**src/rtl/fp_add_seq.sv**
```systemverilog
// Multi-cycle IEEE-754 single-precision adder/subtractor: ALIGN, ADD, iterative NORM.
// Truncating rounding, denormals flushed to zero, one operation in flight.
module fp_add_seq #(
    parameter int unsigned EXP_W = 8,
    parameter int unsigned MAN_W = 23
) (
    input  logic                   clk,
    input  logic                   rst,
    input  logic                   in_valid,
    output logic                   in_ready,
    input  logic [EXP_W+MAN_W:0]   op_a,
    input  logic [EXP_W+MAN_W:0]   op_b,
    input  logic                   op_sub,
    output logic                   out_valid,
    input  logic                   out_ready,
    output logic [EXP_W+MAN_W:0]   result,
    output logic                   busy
);

    localparam int unsigned MW = MAN_W + 2;
    localparam int unsigned SB = EXP_W + MAN_W;

    localparam logic [2:0] StIdle  = 3'd0;
    localparam logic [2:0] StAlign = 3'd1;
    localparam logic [2:0] StAdd   = 3'd2;
    localparam logic [2:0] StNorm  = 3'd3;
    localparam logic [2:0] StOut   = 3'd4;

    localparam logic [EXP_W-1:0] ExpMax  = '1;
    localparam logic [EXP_W:0]   ExpMaxW = {1'b0, ExpMax};
    localparam logic [EXP_W:0]   ExpOne  = 1;
    localparam logic [EXP_W:0]   ShMax   = (EXP_W+1)'(MAN_W + 1);
    localparam logic [SB:0]      QNaN    = {1'b0, ExpMax, 1'b1, {(MAN_W-1){1'b0}}};

    logic [2:0]       state_q, state_d;
    logic             sa_q, sa_d, sb_q, sb_d, sr_q, sr_d;
    logic [EXP_W:0]   ea_q, ea_d, eb_q, eb_d, er_q, er_d;
    logic [MW-1:0]    ma_q, ma_d, mb_q, mb_d, mr_q, mr_d;
    logic [SB:0]      res_q, res_d;
    logic             ov_q, ov_d;

    // Operand decode for the accept cycle
    logic [EXP_W-1:0] a_exp, b_exp;
    logic [MAN_W-1:0] a_frac, b_frac;
    logic             a_sgn, b_sgn, a_zero, b_zero, a_inf, b_inf, a_nan, b_nan;
    logic [SB:0]      b_val;

    always_comb begin
        a_sgn  = op_a[SB];
        a_exp  = op_a[MAN_W +: EXP_W];
        a_frac = op_a[MAN_W-1:0];
        b_sgn  = op_b[SB] ^ op_sub;
        b_exp  = op_b[MAN_W +: EXP_W];
        b_frac = op_b[MAN_W-1:0];
        a_zero = (a_exp == '0);
        b_zero = (b_exp == '0);
        a_inf  = (a_exp == ExpMax) && (a_frac == '0);
        b_inf  = (b_exp == ExpMax) && (b_frac == '0);
        a_nan  = (a_exp == ExpMax) && (a_frac != '0);
        b_nan  = (b_exp == ExpMax) && (b_frac != '0);
        b_val  = {b_sgn, op_b[SB-1:0]};
    end

    logic             special;
    logic [SB:0]      spec_res;
    logic [EXP_W:0]   diff, e_inc, e_dec;
    logic [MW-1:0]    shifted;

    always_comb begin
        state_d  = state_q;
        sa_d     = sa_q;
        sb_d     = sb_q;
        sr_d     = sr_q;
        ea_d     = ea_q;
        eb_d     = eb_q;
        er_d     = er_q;
        ma_d     = ma_q;
        mb_d     = mb_q;
        mr_d     = mr_q;
        res_d    = res_q;
        ov_d     = ov_q;
        special  = 1'b1;
        spec_res = '0;
        diff     = '0;
        e_inc    = er_q + ExpOne;
        e_dec    = er_q - ExpOne;
        shifted  = mr_q << 1;

        unique case (state_q)
            StIdle: begin
                if (in_valid) begin
                    sa_d = a_sgn;
                    sb_d = b_sgn;
                    ea_d = {1'b0, a_exp};
                    eb_d = {1'b0, b_exp};
                    ma_d = {2'b01, a_frac};
                    mb_d = {2'b01, b_frac};
                    if (a_nan || b_nan || (a_inf && b_inf && (a_sgn != b_sgn))) begin
                        spec_res = QNaN;
                    end else if (a_inf) begin
                        spec_res = op_a;
                    end else if (b_inf) begin
                        spec_res = b_val;
                    end else if (a_zero && b_zero) begin
                        spec_res = {a_sgn & b_sgn, {SB{1'b0}}};
                    end else if (a_zero) begin
                        spec_res = b_val;
                    end else if (b_zero) begin
                        spec_res = op_a;
                    end else begin
                        special = 1'b0;
                    end
                    if (special) begin
                        res_d   = spec_res;
                        ov_d    = 1'b1;
                        state_d = StOut;
                    end else begin
                        state_d = StAlign;
                    end
                end
            end
            StAlign: begin
                if (ea_q >= eb_q) begin
                    diff = ea_q - eb_q;
                    er_d = ea_q;
                    mb_d = (diff > ShMax) ? '0 : (mb_q >> diff);
                end else begin
                    diff = eb_q - ea_q;
                    er_d = eb_q;
                    ma_d = (diff > ShMax) ? '0 : (ma_q >> diff);
                end
                state_d = StAdd;
            end
            StAdd: begin
                state_d = StNorm;
                if (sa_q == sb_q) begin
                    mr_d = ma_q + mb_q;
                    sr_d = sa_q;
                end else if (ma_q > mb_q) begin
                    mr_d = ma_q - mb_q;
                    sr_d = sa_q;
                end else if (mb_q > ma_q) begin
                    mr_d = mb_q - ma_q;
                    sr_d = sb_q;
                end else begin
                    res_d   = '0;
                    ov_d    = 1'b1;
                    state_d = StOut;
                end
            end
            StNorm: begin
                if (mr_q[MW-1]) begin
                    res_d   = (e_inc >= ExpMaxW) ? {sr_q, ExpMax, {MAN_W{1'b0}}}
                                                 : {sr_q, e_inc[EXP_W-1:0], mr_q[MAN_W:1]};
                    ov_d    = 1'b1;
                    state_d = StOut;
                end else if (mr_q[MAN_W]) begin
                    res_d   = {sr_q, er_q[EXP_W-1:0], mr_q[MAN_W-1:0]};
                    ov_d    = 1'b1;
                    state_d = StOut;
                end else if (e_dec == '0) begin
                    res_d   = {sr_q, {SB{1'b0}}};
                    ov_d    = 1'b1;
                    state_d = StOut;
                end else if (shifted[MAN_W]) begin
                    // The shift that sets the hidden bit also packs the result
                    res_d   = {sr_q, e_dec[EXP_W-1:0], shifted[MAN_W-1:0]};
                    ov_d    = 1'b1;
                    state_d = StOut;
                end else begin
                    mr_d = shifted;
                    er_d = e_dec;
                end
            end
            StOut: begin
                if (out_ready) begin
                    ov_d    = 1'b0;
                    state_d = StIdle;
                end
            end
            default: state_d = StIdle;
        endcase
    end

    always_ff @(posedge clk or posedge rst) begin
        if (rst) begin
            state_q <= StIdle;
            sa_q    <= 1'b0;
            sb_q    <= 1'b0;
            sr_q    <= 1'b0;
            ea_q    <= '0;
            eb_q    <= '0;
            er_q    <= '0;
            ma_q    <= '0;
            mb_q    <= '0;
            mr_q    <= '0;
            res_q   <= '0;
            ov_q    <= 1'b0;
        end else begin
            state_q <= state_d;
            sa_q    <= sa_d;
            sb_q    <= sb_d;
            sr_q    <= sr_d;
            ea_q    <= ea_d;
            eb_q    <= eb_d;
            er_q    <= er_d;
            ma_q    <= ma_d;
            mb_q    <= mb_d;
            mr_q    <= mr_d;
            res_q   <= res_d;
            ov_q    <= ov_d;
        end
    end

    assign in_ready  = (state_q == StIdle);
    assign busy      = (state_q != StIdle);
    assign out_valid = ov_q;
    assign result    = res_q;

endmodule
```
**config.mk**
```make
export PLATFORM = sky130hd
export DESIGN_NAME = fp_add_seq
export DESIGN_NICKNAME = d
export VERILOG_FILES = /design/src/rtl/fp_add_seq.sv
export SDC_FILE = /design/constraint.sdc
export NUM_CORES = 1
export LEC_CHECK = 0
export CAP_MARGIN = 20
export CELL_PAD_IN_SITES_DETAIL_PLACEMENT = 1
export CELL_PAD_IN_SITES_GLOBAL_PLACEMENT = 1
export CORE_MARGIN = 2
export CORE_UTILIZATION = 46
export DETAILED_ROUTE_END_ITERATION = 10
export PLACE_DENSITY_LB_ADDON = 0.15
export SETUP_SLACK_MARGIN = 0.4
export SYNTH_ARGS = -nofsm -noshare
export SYNTH_HDL_FRONTEND = slang
export SYNTH_SLANG_ARGS = --single-unit
```
**constraint.sdc**
```tcl
create_clock -name clk -period 6.24 [get_ports clk]
set_clock_uncertainty 0.15 [all_clocks]
set_input_delay 1.248 -clock clk [delete_from_list [all_inputs] [get_ports clk]]
set_output_delay 1.248 -clock clk [all_outputs]
set_load 0.02 [all_outputs]
```
==> results of run 1 <==
worst paths after layout:
| path | startpoint | end | slack (ps) |
|---|---|---|---|
| setup reg to reg | ma_q[15] | mr_q[20] | 1240 |
| min in group asynchronous | rst | er_q[7] | 990 |
| hold reg to reg | result[8] | result[8] | 350 |
| max in group asynchronous | rst | mr_q[24] | 3800 |
| hold / removal | result[8] | result[8] | 350 |
| setup / recovery | ma_q[15] | mr_q[20] | 1240 |
cells in the mapped netlist (all sizes together), types with 37 or more instances:
library cell and instances:
a21oi 161, a22oi 48, clkbuf 117, dfrtp 139, ha 95, inv 107, mux2 42, mux2i 58
nand2 211, nand3 40, nor2 143, nor3 44, o21ai 140, xnor2 37
placed cells by master (no fill, tap or decap), types with 11 or more instances in the layout:
cell / netlist / layout
a2bb2oi_1: 11 / 11
nor3_1: 43 / 42
a211oi_1: 14 / 14
o211ai_1: 28 / 28
nor4_1: 22 / 22
a21oi_1: 159 / 159
nand2_1: 211 / 211
a32oi_1: 14 / 14
a31oi_1: 28 / 28
nand3_1: 40 / 40
a221o_1: 23 / 23
o21bai_1: 17 / 17
inv_1: 107 / 106
mux4_2: 23 / 23
and3_1: 18 / 18
buf_4: 2 / 37
a22oi_1: 48 / 48
and2_1: 11 / 11
dfrtp_1: 139 / 139
mux2_2: 34 / 34
xnor2_1: 37 / 37
nand4_1: 22 / 22
nor2_1: 143 / 140
a21o_1: 12 / 12
clkbuf_16: 0 / 17
o21ai_0: 136 / 136
clkdlybuf4s50_1: 0 / 103
nor2b_1: 20 / 20
a221oi_1: 32 / 32
mux2i_1: 58 / 58
ha_1: 95 / 94
cell type report:
class                           count  area, µm²  area share
Multi-Input combinational cell   1478      10200       0.620
Tap cell                          402        503      0.0304
Timing Repair Buffer              141       1310      0.0794
Clock inverter                     15        150     0.00908
Clock buffer                       17        425      0.0257
Sequential cell                   139       3480       0.210
Inverter                          109        414      0.0250
Antenna cell                        2       5.00    0.000303
state kept, by name (all words and copies together) (netlist names), 3 cells and up:
| name | cells |
|---|---|
| eb_q | 8 |
| ea_q | 8 |
| ma_q | 25 |
| mr_q | 25 |
| mb_q | 25 |
| result | 32 |
| state_q | 3 |
| er_q | 9 |
worst register-to-register path: stages (launching register included):
cell and delay (ps):
dfrtp_1 530, inv_1 200, ha_1 680, nand4_1 240
or3_1 490, a2111oi_2 410, o31a_1 450, o21ai_2 270
mux2i_1 310, a221oi_1 530, a21oi_1 160, xnor2_1 270
o221ai_1 180
logic make-up (layout without fill, tap and decap cells):
logic type,count (synthesis),count (layout),share of synthesized area
AOI/OAI and AO/OA,625,625,0.285
and+or+nand+nor,579,579,0.184
buffers and inverters,253,282,0.0680
DFF,139,139,0.237
muxes,123,123,0.107
adders and majority gates,100,100,0.0879
xor gates and xnor gates,51,51,0.0305
other,0,2,0
stage by stage:
step           utilization  worst slack (ps)  hold slack (ps)
3_3_place_gp         0.507              1340              319
5_1_grt              0.525               995              368
6_report             0.525              1240              353
3_5_place_dp         0.507              1280              344
4_1_cts              0.525              1330              360
2_1_floorplan            -              1120              300
per-layer routing:
| layer | vias up | global-route usage | wire [µm] |
|---|---|---|---|
| li1 | 6929 | - | - |
| met1 | 8053 | 0.535 | 27700 |
| met2 | 789 | 0.604 | 29000 |
| met3 | 159 | 0.115 | 6780 |
| met4 | 0 | 0.144 | 2460 |
| met5 | - | 0 | 0 |
==> flow_summary.toml, run 1 <==
[setup_path]
worst_r2r_path_depth = 12
worstPathCellList = "inv_1 > ha_1 > nand4_1 > or3_1 > a2111oi_2 > o31a_1 > o21ai_2 > mux2i_1 > a221oi_1 > a21oi_1 > xnor2_1 > o221ai_1"
path_class = "flop to flop"
crit_fanout = 12
cpPeakStageDelay_ps = 680
critical_path.top_delay_family = "compound AO/OA/AOI/OAI gates"
cp-start-kind = "flop"
cp_num_buf_inv = 1
slowest_stage = "ha_1"
cp-end-kind = "flop"
worst-path-stages = 12
arrival_ps = 5170
required_ps = 6410

[final_layout]
syn2layout_area_growth_pct = 12.8
drive_gt1_frac = 0.0853
final_area_um2 = 16500
final_nets = 2055
num-fill-cells = 3848
instances_no_fill = 2303

[synthesis]
synth_cell_types = 85
synth_top_area_frac = 0.237
syn_nets = 2039
syn_area_um2 = 14700
ys_async_sr_fraction = 1.00
synth_edf_count = 0
synth-warning-count = 0
syn_avg_cell_area_um2 = 7.84
synth.area.top_cells = "dfrtp_1 (24%), ha_1 (8.1%), a21oi_1 (5.4%)"
ys_seq_area_frac = 0.237
ys_seq_elements = 139
post-synth-top-area-cell = "dfrtp_1"
synth_ff_type = "dfrtp_1"
syn_inst = 1870

[placement]
gp_congestion = 1.05
place_area_um2 = 15900
dp_cells = 2268
hpwl_mm = 51.0
port-buffer-count = 103

[sta]
setup_viol = 0
timing.final.crit_period_ps = 5000
tns_ps = 0
finalHoldViolations = 0
tightest_slew_ps = 1050
fmax_mhz = 200
relSlewSlack = 0.300
rsz0062_at_grt = "no"
fin_crit_sh = 0.802
final_max_slew_viol_count = 0

[hold_path]
hold_path_class = "flop to flop"
hold_path_depth = 1

[detailed_routing]
detail_route.first_pass.iterations = 6
drt-vias-per-instance = 6.92
drt_iter0_markers = 1840
wl_mm = 66.0
wl_per_cell_um = 28.6
antenna_left = 0
drc = 0
vias = 15900

[floorplan]
num_rows = 65
io_pins = 104
start_util = 0.466
fp.dieH_um = 182
die_area_um2 = 33300
die_w_um = 182
coreArea_um2 = 31500

[grt]
grt_usage = 0.397
grt_pass1_wl_mm = 99.8
grt_max_degree = 59
grt_pass1_vias = 15900
overflow = 0
antenna_found_initial = 1

[cts]
cts_tree = "done"
htree_num_levels = 4
cts_num_sinks = 139
clock_latency_ps = 470
clk_pin_slew_ps = 70
ctsLongestPathBuffers = 2
cts_root_buf = "clkbuf_16"
cts_made_buffers = 17
post-cts-setup-buffer-count = 0
cts_hold_buf = 0
cts_resized = 0

[run]
max-cap-violations = 0

[status]
outcome = "completed"
Power of run 1 is left out: the tool's default activity adds up to more than one toggle a clock period on the data nets, which glitch-free logic cannot reach.
==> inputs of run 2 (changes only) <==
==> constraint.sdc (replaced) <==
create_clock -name clk -period 4.7 [get_ports clk]
set_clock_uncertainty 0.15 [all_clocks]
set_input_delay 0.94 -clock clk [delete_from_list [all_inputs] [get_ports clk]]
set_output_delay 0.94 -clock clk [all_outputs]
set_load 0.02 [all_outputs]
==> flow_summary.toml, run 2 (synthesis gave the netlist of run 1 again) <==
[cts]
clock_latency_ps = 460
ctsLongestPathBuffers = 2
cts_num_sinks = 139
clk_pin_slew_ps = 70
cts_made_buffers = 17
cts_root_buf = "clkbuf_16"
cts_tree = "done"
htree_num_levels = 4

[detailed_routing]
wl_mm = 71.9
vias = 16800
drc = 0
drt-vias-per-instance = 7.04
drt_iter0_markers = 2141
wl_per_cell_um = 30.2
detail_route.first_pass.iterations = 5
antenna_left = 0

[floorplan]
fp.dieH_um = 182
io_pins = 104
num_rows = 65
die_w_um = 182
start_util = 0.466
coreArea_um2 = 31500
die_area_um2 = 33300

[sta]
setup_viol = 0
fmax_mhz = 237
tightest_slew_ps = 1090
timing.final.crit_period_ps = 4220
final_max_slew_viol_count = 0
fin_crit_sh = 0.897
finalHoldViolations = 0
tns_ps = 0
relSlewSlack = 0.276
fin_ws_ps = 482
rsz0062_at_grt = "no"

[run]
max-cap-violations = 0

[setup_path]
required_ps = 4890
cp-start-kind = "flop"
cpPeakStageDelay_ps = 460
path_class = "flop to flop"
crit_fanout = 16
slowest_stage = "dfrtp_1"
r2r_slack_ps = 480
worstPathCellList = "inv_1 > ha_1 > a21oi_2 > o21ai_0 > a21o_1 > o31a_1 > buf_4 > a2111o_1 > o21ai_4 > a211o_2 > o211ai_4 > nor3_4 > buf_12 > clkbuf_16 > mux2_1"
cp-end-kind = "flop"
arrival_ps = 4410
worst_r2r_path_depth = 15

[placement]
hpwl_mm = 56.1
gp_congestion = 1.05
port-buffer-count = 103
dp_slack_ps = 362

[final_layout]
num-fill-cells = 3848
layout_commonest_cell = "nand2_1"
final_cell_mix = "nand2_1 (210), a21oi_1 (158), nor2_1 (141), dfrtp_1 (137), o21ai_0 (135)"
largest_register_ffs = 32
n_antenna_cell = 0
final_util = 0.550
syn2layout_area_growth_pct = 18.1
drive_gt1_frac = 0.126
final_nets = 2133

[grt]
overflow = 0
grt_max_degree = 59
grt_pass1_vias = 16600
antenna_found_initial = 0
grt_pass1_wl_mm = 106
grt_usage = 0.427

[status]
outcome = "completed"

[hold_path]
hold_path_class = "flop to flop"
hold_path_depth = 1
==> run 2: cell types whose count changed in the layout (fill, tap and decap cells not counted), moves of 3 or more <==
cell | previous run | this run
ha_1 | 94 | 91
inv_6 | 9 | 4
buf_4 | 37 | 110
buf_12 | 0 | 4
==> run 2: final cells by class <==
cell class / count / area, µm² / area share
clock buffers: 19 / 443 / 0.0256
clock inverters: 13 / 163 / 0.00940
inverters: 109 / 413 / 0.0239
multi-input cells: 1478 / 10300 / 0.596
flip-flops and latches: 139 / 3480 / 0.201
well taps: 402 / 503 / 0.0291
repair buffers: 219 / 1990 / 0.115
==> run 2: timing repair <==
item                       in CTS  in global routing
hold buffers                    0                  0
buffers inserted                0                  3
setup endpoints to repair       0                 56
resized for setup               0                 15
==> run 2: path summary, 6_finish.rpt <==
kind                            startpoint    endpoint
worst max-delay path              ma_q[12]   result[5]
worst min-delay path            result[28]  result[28]
worst max register to register    ma_q[12]   result[5]
worst min register to register  result[28]  result[28]
max in group asynchronous              rst    ma_q[14]
min in group asynchronous              rst     er_q[4]
==> run 2: metal layers <==
layer,wire (µm),global-route usage
met5,0,0
met4,3450,0.180
met3,8100,0.111
met2,30500,0.625
met1,29900,0.594
==> run 2: per-stage QoR <==
step                      hold slack (ps)  area, µm²  std cells
final                                 369      17300       2379
after global routing                  392      17300       2379
after CTS                             359      17100       2374
after detailed placement              344      16500       2342
after global placement                327      16500       2341
after floorplan                       300      14700       1870
==> run 2: critical path, delay by kind of cell (launching register included) <==
family	cells	cell delay (ps)
flip-flops	1	460
multiplexers	1	340
adder cells (fa/ha/maj)	1	390
buffers and inverters	4	600
AO/OA/AOI/OAI	8	1950
AND/OR/NAND/NOR	1	210
Power of run 2 is left out for the same reason.
==> inputs of run 3 (changes only) <==
--- a/config.mk
+++ b/config.mk
@@ -5,12 +5,14 @@
 export SDC_FILE = /design/constraint.sdc
 export NUM_CORES = 1
 export LEC_CHECK = 0
+export ABC_AREA = 0
 export CAP_MARGIN = 20
 export CELL_PAD_IN_SITES_DETAIL_PLACEMENT = 1
 export CELL_PAD_IN_SITES_GLOBAL_PLACEMENT = 1
 export CORE_MARGIN = 2
 export CORE_UTILIZATION = 46
 export DETAILED_ROUTE_END_ITERATION = 10
+export HOLD_SLACK_MARGIN = 0.08
 export PLACE_DENSITY_LB_ADDON = 0.15
 export SETUP_SLACK_MARGIN = 0.4
 export SYNTH_ARGS = -nofsm -noshare
==> results of run 3 <==
No change in the layout: final DEF, timing and power equal those of run 2.
Power of run 3 is left out for the same reason.
